<file path="src/rtl/wb_dma_sequencer.sv">
// Descriptor-driven Wishbone DMA sequencer.
// Walks a fixed descriptor table, one bus transaction at a time.
module wb_dma_sequencer #(
  parameter int DW = 16,
  parameter int AW = 16,
  parameter int CW = 13,
  parameter int NDESC = 4,
  parameter logic [NDESC*AW-1:0] DESC_SRC = '0,
  parameter logic [NDESC*AW-1:0] DESC_DST = '0,
  parameter logic [NDESC*CW-1:0] DESC_LEN = '0,
  parameter logic [NDESC*2-1:0] DESC_MODE = '0,
  parameter logic [NDESC*DW-1:0] DESC_FILL = '0,
  parameter int TIMEOUT = 255
) (
  input  logic wb_clk_i,
  input  logic wb_rst_ni,
  output logic wb_cyc_o,
  output logic wb_stb_o,
  output logic wb_we_o,
  output logic [AW-1:0] wb_adr_o,
  output logic [DW-1:0] wb_dat_o,
  input  logic [DW-1:0] wb_dat_i,
  input  logic wb_ack_i,
  input  logic wb_err_i,
  input  logic soft_reset,
  input  logic [NDESC-1:0] desc_en,
  output logic dma_busy,
  output logic dma_done,
  output logic [((NDESC > 1) ? $clog2(NDESC) : 1)-1:0] cur_desc,
  output logic [7:0] err_cnt
);

  localparam int IW = (NDESC > 1) ? $clog2(NDESC) : 1;
  localparam int QW = $clog2(NDESC + 1);
  localparam int TW = $clog2(TIMEOUT + 1);

  localparam logic [1:0] M_FILL = 2'd1;
  localparam logic [1:0] M_TERM = 2'd2;
  localparam logic [1:0] M_FIXSRC = 2'd3;

  typedef enum logic [2:0] {
    S_IDLE, S_RD, S_WR, S_NEXT, S_DONE
  } state_e;

  state_e state_q, state_d;
  logic act_q, act_d;
  logic [TW-1:0] tmo_q, tmo_d;
  logic [CW-1:0] prog_q, prog_d;
  logic [QW-1:0] desc_q, desc_d;
  logic [NDESC-1:0] mask_q, mask_d;
  logic [DW-1:0] buf_q, buf_d;
  logic [7:0] err_q, err_d;

  logic in_tab;
  logic [IW-1:0] idx;
  logic [AW-1:0] src, dst;
  logic [CW-1:0] len;
  logic [1:0] mode;
  logic [DW-1:0] fill, wdata;
  logic tmo_hit, b_ok, b_err, b_end;
  logic last_el, stop_el;
  logic [7:0] err_inc;

  assign in_tab = desc_q < QW'(NDESC);
  assign idx = in_tab ? desc_q[IW-1:0] : '0;
  assign src = DESC_SRC[idx*AW +: AW];
  assign dst = DESC_DST[idx*AW +: AW];
  assign len = DESC_LEN[idx*CW +: CW];
  assign mode = DESC_MODE[idx*2 +: 2];
  assign fill = DESC_FILL[idx*DW +: DW];
  assign wdata = (mode == M_FILL) ? fill : buf_q;

  // err wins over ack; timeout only counts if nothing terminated
  assign tmo_hit = tmo_q == TW'(TIMEOUT - 1);
  assign b_err = act_q & (wb_err_i | (~wb_ack_i & tmo_hit));
  assign b_ok = act_q & wb_ack_i & ~wb_err_i;
  assign b_end = b_ok | b_err;

  assign last_el = prog_q == len;
  assign stop_el = last_el | ((mode == M_TERM) & wdata[DW-1]);
  assign err_inc = (err_q == 8'hFF) ? err_q : err_q + 8'd1;

  always_ff @(posedge wb_clk_i or negedge wb_rst_ni) begin
    if (!wb_rst_ni) begin
      state_q <= S_IDLE;
      act_q <= 1'b0;
      tmo_q <= '0;
      prog_q <= '0;
      desc_q <= '0;
      mask_q <= '0;
      buf_q <= '0;
      err_q <= '0;
    end else begin
      state_q <= state_d;
      act_q <= act_d;
      tmo_q <= tmo_d;
      prog_q <= prog_d;
      desc_q <= desc_d;
      mask_q <= mask_d;
      buf_q <= buf_d;
      err_q <= err_d;
    end
  end

  always_comb begin
    state_d = state_q;
    act_d = act_q;
    tmo_d = act_q ? tmo_q + 1'b1 : '0;
    prog_d = prog_q;
    desc_d = desc_q;
    mask_d = mask_q;
    buf_d = buf_q;
    err_d = b_err ? err_inc : err_q;
    unique case (state_q)
      S_IDLE: begin
        mask_d = desc_en;
        desc_d = '0;
        prog_d = '0;
        state_d = S_NEXT;
      end
      S_NEXT: begin
        if (!in_tab) state_d = S_DONE;
        else if (!mask_q[idx]) desc_d = desc_q + 1'b1;
        else state_d = (mode == M_FILL) ? S_WR : S_RD;
      end
      S_RD: begin
        if (!act_q) begin
          act_d = 1'b1;
        end else if (b_ok) begin
          buf_d = wb_dat_i;
          act_d = 1'b0;
          state_d = S_WR;
        end else if (b_err) begin
          act_d = 1'b0;
          if (last_el) begin
            state_d = S_NEXT;
            desc_d = desc_q + 1'b1;
            prog_d = '0;
          end else begin
            prog_d = prog_q + 1'b1;
          end
        end
      end
      S_WR: begin
        if (!act_q) begin
          act_d = 1'b1;
        end else if (b_end) begin
          act_d = 1'b0;
          if (stop_el) begin
            state_d = S_NEXT;
            desc_d = desc_q + 1'b1;
            prog_d = '0;
          end else begin
            prog_d = prog_q + 1'b1;
            state_d = (mode == M_FILL) ? S_WR : S_RD;
          end
        end
      end
      S_DONE: state_d = S_DONE;
      default: state_d = S_IDLE;
    endcase
    if (soft_reset) begin
      state_d = S_IDLE;
      act_d = 1'b0;
      tmo_d = '0;
      prog_d = '0;
      desc_d = '0;
      err_d = '0;
    end
  end

  always_comb begin
    wb_cyc_o = act_q;
    wb_stb_o = act_q;
    wb_we_o = act_q & (state_q == S_WR);
    wb_adr_o = '0;
    wb_dat_o = '0;
    if (act_q) begin
      if (state_q == S_WR) begin
        wb_adr_o = dst + AW'(prog_q);
        wb_dat_o = wdata;
      end else begin
        wb_adr_o = (mode == M_FIXSRC) ? src : src + AW'(prog_q);
      end
    end
    dma_busy = (state_q == S_RD) | (state_q == S_WR) |
               (state_q == S_NEXT);
    dma_done = state_q == S_DONE;
    cur_desc = in_tab ? idx : IW'(NDESC - 1);
    err_cnt = err_q;
  end

endmodule

</file>
<file path="config.mk">
export PLATFORM = sky130hd
export DESIGN_NAME = wb_dma_sequencer
export DESIGN_NICKNAME = d
export VERILOG_FILES = /design/src/rtl/wb_dma_sequencer.sv
export SDC_FILE = /design/constraint.sdc
export NUM_CORES = 1
export LEC_CHECK = 0
export ABC_AREA = 1
export BUFFER_PORTS_ARGS = -buffer_cell sky130_fd_sc_hd__buf_2
export CAP_MARGIN = 25
export CORE_UTILIZATION = 45
export DETAILED_ROUTE_END_ITERATION = 6
export MAX_ROUTING_LAYER = met4
export PLACE_DENSITY = 0.71
export SLEW_MARGIN = 20
export SYNTH_ARGS = -nofsm -noshare
export SYNTH_HDL_FRONTEND = slang
export SYNTH_SLANG_ARGS = --single-unit
export TNS_END_PERCENT = 50
</file>
<file path="constraint.sdc">
create_clock -name wb_clk_i -period 1.6 [get_ports wb_clk_i]
set_clock_uncertainty 0.05 [all_clocks]
set_input_delay 0.16 -clock wb_clk_i [delete_from_list [all_inputs] [get_ports wb_clk_i]]
set_output_delay 0.16 -clock wb_clk_i [all_outputs]
set_load 0.02 [all_outputs]
</file>
Word level (Yosys, flattened, before mapping)
Index checks and enable logic that the tools add are counted.

storage, ports and cells
  register bits after elaboration = 56
  latch bits = 0
  memories = 0
  bits in writable memories = 0
  bits of input ports = 25
  logic and storage cells = 119
  memory bits (read-only) = 0

operators by class
  order comparisons = 2
  div/mod/pow operators = 0
  shift-type cells = 3
  multiply operators = 1
  add/subtract/negate cells = 5
  multiplexer cells = 54
  bitwise logic cells = 13
  reductions and logical operators = 10
  eq/ne operators = 23

operators by type and width
  cell                      number
  $mux 13                   8
  $mux 16                   6
  $shiftx 64x7->16 const A  1
  $mux 3                    19
  $shiftx 52x7->13 const A  1
  $mux 8                    5
  $pmux 13 s3               1
  $ne 3x3->1 const B        9
  $add 16x13->16            1
  $add 8x1->8 const B       2
  $eq 8x8->1 const B        2
  $pmux 3 s5                1
  $add 13x1->13 const B     1
  $eq 13x13->1              1
  $ne 4x4->1 const B        3
  $pmux 3 s4                1
  $reduce_and 6->1          2
  $reduce_and 10->1         1
  $mux 2                    4
  $shiftx 8x4->2 const A    1
  $mux 1                    7
  $and 1x1->1               6
  $eq 3x2->1 const B        2
  $mul 2x4->6 const B       1
  19 further kinds          25

Longest topological paths before layout
Gate-level depths: netlist (run 1).

  depth in word-level cells = 12
  mapped depth = 13
  depth with buffers taken out = 13

Least setup slack after synthesis (run 1)
OpenSTA, ideal clock, no wires.

  kind = flip-flop to flip-flop
  start = register act_q, in the netlist wb_cyc_o
  end = register prog_q[0]
  setup slack = -207 ps
  stages on the path, launching flop included = 12
  required time = 1430 ps
  data arrival time = 1636 ps
  cell sequence = dfrtp_1 > buf_2 > inv_2 > nor3_2 > and2_1 > buf_6 > nand2_2 > nand2_4 > nor2_8 > buf_6 > nand3_1 > nand2_1

on the way
  longest elaborated chain between the ends = 5
  elaborated cells on any way between the ends = 10
  classes of those cells = eq/ne: 5; bitwise: 4; reduce/logical: 1

ends and longest elaborated chain
  what                            RTL line  RTL
  start, declared                 46        logic act_q, act_d;
  start signal, assigned          95        act_q <= act_d;
  $and 1x1->1 (2 in a row)        76        assign b_ok = act_q & wb_ack_i & ~wb_err_i;
  $or 1x1->1                      77        assign b_end = b_ok | b_err;
  $ne 3x3->1 (no line)            n/a
  $reduce_and 6->1 (no line) (*)  n/a
  end signal, assigned            97        prog_q <= prog_d;
  end, declared                   48        logic [CW-1:0] prog_q, prog_d;

Mark *: on every way between the ends. The rest lies on a longest branch, timed or not.
A chain may end at the register's enable or synchronous reset.

Worst setup path in the final report (run 1)
  start = register tmo_q[0]
  end = register prog_q[5]

on the way
  longest elaborated chain between the ends = 7
  elaborated cells on any way between the ends = 8
  classes of those cells = eq/ne: 3; bitwise: 4; reduce/logical: 1

ends and longest elaborated chain
  what                            RTL line  RTL
  start, declared                 47        logic [TW-1:0] tmo_q, tmo_d;
  start signal, assigned          96        tmo_q <= tmo_d;
  $eq 8x8->1 (*)                  74        assign tmo_hit = tmo_q == TW'(TIMEOUT - 1);
  $and 1x1->1 (*)                 75        assign b_err = act_q & (wb_err_i | (~wb_ack_i & tmo_hit));
  $or 1x1->1 (*)                  75
  $and 1x1->1 (*)                 75
  $or 1x1->1                      77
  $ne 3x3->1 (no line)            n/a
  $reduce_and 6->1 (no line) (*)  n/a

Marks and branches as above.

==> summary.md, run 1 <==
| Metric | Value |
|---|---|
| Core Box Area | 7210 sq um |
| Status | finished with violations |
| CTS Buffer Depth | 2 |
| CP arrival | 2.10 ns |
| Global-route wire length before repair | 15200 um |
| Worst min path class | input pin to flop |
| WS Path Type | flop to flop |
| DR DRC count | 0 |
| Worst-path cell chain | inv_2 -> ha_4 -> nand2_2 -> nor2_2 -> nand2_1 -> nand2_2 -> nand2_4 -> nand3_4 -> nand2_8 -> nor2_4 -> clkbuf_16 -> nand3_2 -> nand2_1 |
| Total number of vias | 3829 |
| IO Pins | 72 |
| Ys Warns | 0 |
| Rel. slew slack | 0.494 |
| Syn Inst Count | 481 |
| Setup ws final | -0.292 ns |
| Design area | 5120 sq um |
| Synthesized area | 3340 sq um |
| H-tree levels | 2 |
| Max Cap Viol | 0 |
| CP max stage cell | dfrtp_1 |
| Antenna Violating Nets Remaining | 0 |
| Input/output buffers | 68 |
| DR iter-0 viols | 343 |
| P_leak | 2.79 nW |
| Clock-pin slew on the worst setup and hold paths | 0.11 ns |
| Rows | 31 |
| Pwr Density | 1200 nW/um^2 |
| Xor/xnor share of the synthesized area | 0.0262 |
| Routed len/inst | 15.1 um |
| CP endpoint kind | flop |
| Dpl cell area | 4220 sq um |
| Worst slew pin tran | 0.749 ns |
| Die area | 7780 sq um |
| Chip width | 88.2 um |
| Worst Hold Path Cells | 3 |
| Die height | 88.2 um |
| RSZ-0062 raised after global routing | yes |
| Sequential-to-total area share from yosys stat | 0.419 |
| Worst EP required | 1.81 ns |
| DP HPWL | 6220 um |
| Final Hold Vio Count | 0 |
| Clock sinks | 56 |
| Adder-cell share of the synthesized area | 0.0224 |
| Initial antenna violation count | 0 |
| Synth top area share | 0.419 |
| Final Cycle Share | 1.18 |
| Multiplexer share of the synthesized area | 0.00337 |
| Inserted Diodes | 0 |
| Fmax | 529 MHz |
| Synth Register Bits | 56 |
| Largest net degree at the start of global routing | 57 |
| Vias/cell | 5.27 |
| Simple-Gate Fraction of Synth Area | 0.367 |
| Synth Area per Inst | 6.95 sq um |
| Initial core utilization | 0.464 |
| Layout cell share with drive strength beyond 1 | 0.368 |
| Root buf cell | clkbuf_8 |
| Area grow syn2layout | 53.0% |
| CTS tree | yes |
| Peak supply drop | 1.11 mV |
| Final Setup Violations | 51 |
| Top area cells in the synthesized netlist | dfrtp_1 (42%), nand2_1 (18%), nor2_1 (7.1%) |
| Largest family of logic cells by synthesized area | simple AND/OR/NAND/NOR gates |
| # nets final | 657 |
| Reg2reg path depth | 13 |
| Largest area contributor in the netlist | dfrtp_1 |
| Violated checks | setup timing |
| CP Max Fanout | 6 |
| Setup crit start kind | flop |
| Slew Viols, Final | 0 |
| Clock Latency Late Sink | 0.31 ns |
| Total grt overflow | 0 |
| Wirelength, routed | 11000 um |
| Fillers | 535 |
| Synth Area in Compound Gates | 0.0677 |
| Vias in the first global route | 3421 |
| Crit path time final | 1.89 ns |
| DR pass1 iterations | 5 |
| GRT Resource Usage Total | 0.255 |
| Synth cell types | 35 |
| Num CTS Buffers | 5 |
| GP Congestion | 0.987 |
| Slowest stage delay, CP | 0.41 ns |
| Place WS | -0.192 ns |
[metrics by stage]
stage / hold slack (ns) / power (mW) / instances / utilization / TNS, ns
after detailed placement: 0.135 / 4.03 / 684 / 0.586 / -2.65
after CTS: 0.00384 / 5.38 / 716 / 0.654 / -4.33
after floorplan: -0.186 / 3.34 / 483 / - / -0.985
after global placement: 0.137 / 3.96 / 684 / 0.586 / -1.11
final: 0.00629 / 6.12 / 726 / 0.709 / -8.26
after global routing: -0.00511 / 6.45 / 726 / 0.709 / -12.98
[cell families (layout without fill, tap and decap cells)]
| logic type | after synthesis | in the layout |
|---|---|---|
| buffers and inverters | 74 | 214 |
| muxes | 1 | 1 |
| AOI/OAI and AO/OA | 42 | 42 |
| and+or+nand+nor | 291 | 295 |
| other | 1 | 3 |
| DFF | 56 | 56 |
| xor gates and xnor gates | 10 | 10 |
| adders and majority gates | 6 | 6 |
[worst max-delay path: cells and delay by family, from the launching register on]
kind,cells,cell delay (ns)
flip-flops,1,0.41
AND/OR/NAND/NOR,10,0.96
buffers and inverters,2,0.27
adder cells (fa/ha/maj),1,0.14
[what timing repair did]
action / in CTS / in global routing
setup buffers: 7 / 9
endpoints found under the hold margin: 67 / 0
hold buffers: 12 / 0
pin swaps: 14 / 15
setup endpoints to repair: 41 / 62
cloned: 5 / 1
resized for setup: 48 / 80
[flip-flops by register name (all words and copies together), names as in the netlist]
signal,count
err_cnt,8
wb_cyc_o,1
desc_q,3
buf_q,16
mask_q,4
state_q,3
tmo_q,8
prog_q,13
[synthesized netlist by cell type]
master / instances
nand2_1: 163
nor2_1: 63
dfrtp_1: 56
inv_1: 54
nand3_1: 35
o21ai_0: 19
nor3_1: 16
a21oi_1: 15
xor2_1: 8
ha_1: 6
inv_2: 6
buf_4: 4
clkbuf_1: 4
buf_2: 3
nand2_2: 3
buf_6: 2
nand3b_1: 2
nand4_1: 2
o21ai_1: 2
o31ai_1: 2
xnor2_1: 2
a211oi_1: 1
and2_1: 1
and3_1: 1
buf_1: 1
conb_1: 1
mux2_2: 1
nand2_4: 1
nand3_4: 1
nor2_8: 1
nor3_2: 1
o21a_1: 1
o21bai_1: 1
o311ai_0: 1
or2_2: 1
[placed cells by master (no fill, tap or decap), types with 3 or more instances in the layout]
| master | instances |
|---|---|
| buf_6 | 15 |
| inv_2 | 5 |
| nor2_2 | 10 |
| o21ai_0 | 14 |
| ha_1 | 5 |
| nand2_8 | 3 |
| dlygate4sd3_1 | 12 |
| conb_1 | 3 |
| buf_2 | 49 |
| nand2_4 | 16 |
| nand2_1 | 139 |
| buf_12 | 5 |
| a21oi_1 | 14 |
| o21ai_1 | 5 |
| nand3_2 | 8 |
| nand2_2 | 11 |
| inv_1 | 50 |
| clkbuf_8 | 6 |
| buf_4 | 63 |
| nand3_4 | 4 |
| nor2_4 | 15 |
| nor3_1 | 16 |
| nor2_1 | 40 |
| nand3_1 | 24 |
| dfrtp_1 | 53 |
| dfrtp_2 | 3 |
| xor2_1 | 8 |
[layout make-up]
type / instances / area [sq um] / share of cell area
inverters: 60 / 249 / 0.0487
well taps: 99 / 124 / 0.0242
multi-input cells: 357 / 2080 / 0.407
repair buffers: 146 / 1160 / 0.227
flip-flops and latches: 56 / 1410 / 0.275
clock inverters: 2 / 13.8 / 0.00269
clock buffers: 6 / 82.6 / 0.0161
[routing by layer]
layer | vias up | track usage | wire [um]
met5 | - | - | 0
met4 | 0 | 0.0792 | 408
met3 | 46 | 0.0345 | 701
met2 | 197 | 0.431 | 5540
met1 | 1795 | 0.319 | 4350
li1 | 1791 | - | -
[final timing paths]
path | from | endpoint | slack (ns)
hold / removal | wb_dat_i[5] | buf_q[5]$_DFFE_PN0P_ | 0.006
setup / recovery | tmo_q[0]$_DFF_PN0_ | prog_q[5]$_DFFE_PN0P_ | -0.29
setup reg to reg | tmo_q[0]$_DFF_PN0_ | prog_q[5]$_DFFE_PN0P_ | -0.29
max in group asynchronous | wb_rst_ni | err_cnt[1]$_DFFE_PN0P_ | 0.90
min in group asynchronous | wb_rst_ni | tmo_q[3]$_DFF_PN0_ | 0.32
hold reg to reg | buf_q[14]$_DFFE_PN0P_ | buf_q[14]$_DFFE_PN0P_ | 0.47
[power by group]
part	internal (mW)	total, mW	switching (mW)
combinational	1.34	3.24	1.90
sequential	1.72	2.03	0.316
clock	0.356	0.852	0.495
No activity file was read; power rests on OpenSTA's default activity.
==> inputs of run 2 (changes only) <==
Settings changed: CORE_UTILIZATION 45 to 50, PLACE_DENSITY 0.71 to 0.77.
==> summary.md, run 2 (same netlist as run 1, synthesis figures left out) <==
| Metric | Value |
|---|---|
| Worst slew pin tran | 0.514 ns |
| DR DRC count | 2 |
| IO Pins | 72 |
| Setup crit start kind | flop |
| Inserted Diodes | 0 |
| Final Setup Violations | 74 |
| Antenna Violating Nets Remaining | 0 |
| Input/output buffers | 68 |
| Global routing's busiest layer | met2 |
| Chip width | 83.8 um |
| Global-route wire length before repair | 17000 um |
| Design area | 5220 sq um |
| CTS Buffer Depth | 2 |
| P_leak | 2.85 nW |
| GRT Resource Usage Total | 0.311 |
| Met2 usage | 0.501 |
| Routed len/inst | 19.0 um |
| Finished Layout Cells | 712 |
| Layout cell share with drive strength beyond 1 | 0.391 |
| Final TNS setup | -15.40 ns |
| Fmax | 509 MHz |
| Pwr Total | 6.47 mW |
| CP Max Fanout | 3 |
| Initial core utilization | 0.524 |
| Rel. slew slack | 0.653 |
| Status | finished with violations |
| Biggest regs | buf_q: 16 flops, prog_q: 13 flops |
| GP Congestion | 0.928 |
| CTS tree | yes |
| Root buf cell | clkbuf_8 |
| RSZ-0062 raised after global routing | yes |
| Core Box Area | 6390 sq um |
| Total number of vias | 4199 |
| WS Path Type | flop to flop |
| Slowest stage delay, CP | 0.44 ns |
| Fillers | 355 |
| Vias/cell | 5.90 |
| Max Cap Viol | 0 |
| Worst EP required | 1.76 ns |
| Violated checks | DRC, setup timing |
| Pwr Density | 1240 nW/um^2 |
| Setup ws final | -0.365 ns |
| Die height | 83.8 um |
| Placed Cells | 666 |
| H-tree levels | 2 |
| CP arrival | 2.13 ns |
| # nets final | 665 |
| CP max stage cell | dfrtp_1 |
| Worst-path cell chain | buf_4 -> inv_2 -> nand3_1 -> nor3_1 -> nor2_1 -> nand2_1 -> nor2_4 -> buf_4 -> nand3_1 -> nand2_1 |
| DR iter-0 viols | 432 |
| GR met3 Demand/Resource | 0.0682 |
| Commonest non-fill, non-tap cell in the layout | nand2_1 |
| Num CTS Buffers | 5 |
| Commonest cells after routing, fill and taps aside | nand2_1 (132), buf_4 (66), dfrtp_1 (53), inv_1 (51), buf_2 (49) |
| Vias in the first global route | 3762 |
| Final Hold Vio Count | 0 |
| Max reg flops | 16 |
| DR pass1 iterations | 7 |
| DP HPWL | 6310 um |
| CP endpoint kind | flop |
| Most flop-heavy register | buf_q |
| Clock-pin slew on the worst setup and hold paths | 0.11 ns |
| Final Cycle Share | 1.23 |
| Reg-to-reg slack, setup | -0.36 ns |
| Total grt overflow | 0 |
| Worst min path class | input pin to flop |
| Initial antenna violation count | 0 |
| Largest net degree at the start of global routing | 22 |
| GR Util met1 | 0.378 |
| Crit path time final | 1.96 ns |
| Rows | 29 |
| Dpl cell area | 4240 sq um |
| Die area | 7020 sq um |
| Clock sinks | 56 |
| Wirelength, routed | 13500 um |
| Place WS | -0.183 ns |
| Peak supply drop | 1.02 mV |
| Slew Viols, Final | 0 |
| Clock Latency Late Sink | 0.32 ns |
| Area grow syn2layout | 56.0% |
run 2: cell types whose count changed in the layout (fill, tap and decap cells not counted), sizes merged:
cell / before / now
dlygate4sd3: 12 / 13
buf: 133 / 141
clkbuf: 7 / 6
bufinv: 0 / 1
clkinvlp: 1 / 0
run 2: metrics by stage:
step,utilization,hold slack (ns)
floorplan,-,-0.186
global placement,0.664,0.0851
detailed placement,0.664,0.0867
CTS,0.753,0.000712
global route,0.817,0.0163
finish,0.817,0.0136
run 2: routing by layer:
metal | routed length (um) | share of wire | vias to the layer above
met5 | 0 | 0 | -
met4 | 988 | 0.073 | 0
met3 | 1210 | 0.090 | 125
met2 | 6470 | 0.48 | 330
met1 | 4850 | 0.36 | 1933
li1 | - | - | 1811
run 2: worst paths after layout:
check | startpoint | end | cells after the start
max | state_q[2]$_DFFE_PN0P_ | desc_q[1]$_DFFE_PN0P_ | 10
min in group asynchronous | wb_rst_ni | tmo_q[7]$_DFF_PN0_ | 2
max reg2reg | state_q[2]$_DFFE_PN0P_ | desc_q[1]$_DFFE_PN0P_ | 10
max in group asynchronous | wb_rst_ni | err_cnt[0]$_DFFE_PN0P_ | 3
min reg2reg | mask_q[3]$_DFFE_PN0N_ | mask_q[3]$_DFFE_PN0N_ | 2
min | wb_dat_i[12] | buf_q[12]$_DFFE_PN0P_ | 3
run 2: final cells by class:
cell class	instances	area (sq um)	share of cell area
clock buffer	6	82.6	0.0158
clock inverter	2	38.8	0.00743
inverter	60	243	0.0465
multi-input combinational	357	2140	0.410
sequential	56	1410	0.269
tap	77	96.3	0.0185
timing repair buffer	154	1210	0.233
run 2: critical path: cells and delay by family (launching register included):
family | cells | cell delay, ns
buffers and inverters | 3 | 0.39
and+or+nand+nor | 7 | 0.99
DFF | 1 | 0.44
run 2: what timing repair did:
item | 4_1_cts | 5_1_grt
cloned | 5 | 0
hold endpoints to repair | 27 | 0
resized for setup | 58 | 92
endpoints found under the setup margin | 54 | 73
hold buffers | 13 | 0
buffers inserted | 11 | 9
pin swaps | 23 | 26
run 2: where the power goes:
group	total [mW]	internal (mW)	leakage, nW	switching [mW]
clock network	0.996	0.513	0.0614	0.483
logic	3.41	1.31	2.05	2.10
registers	2.06	1.72	0.747	0.341
total	6.47	3.54	2.85	2.92
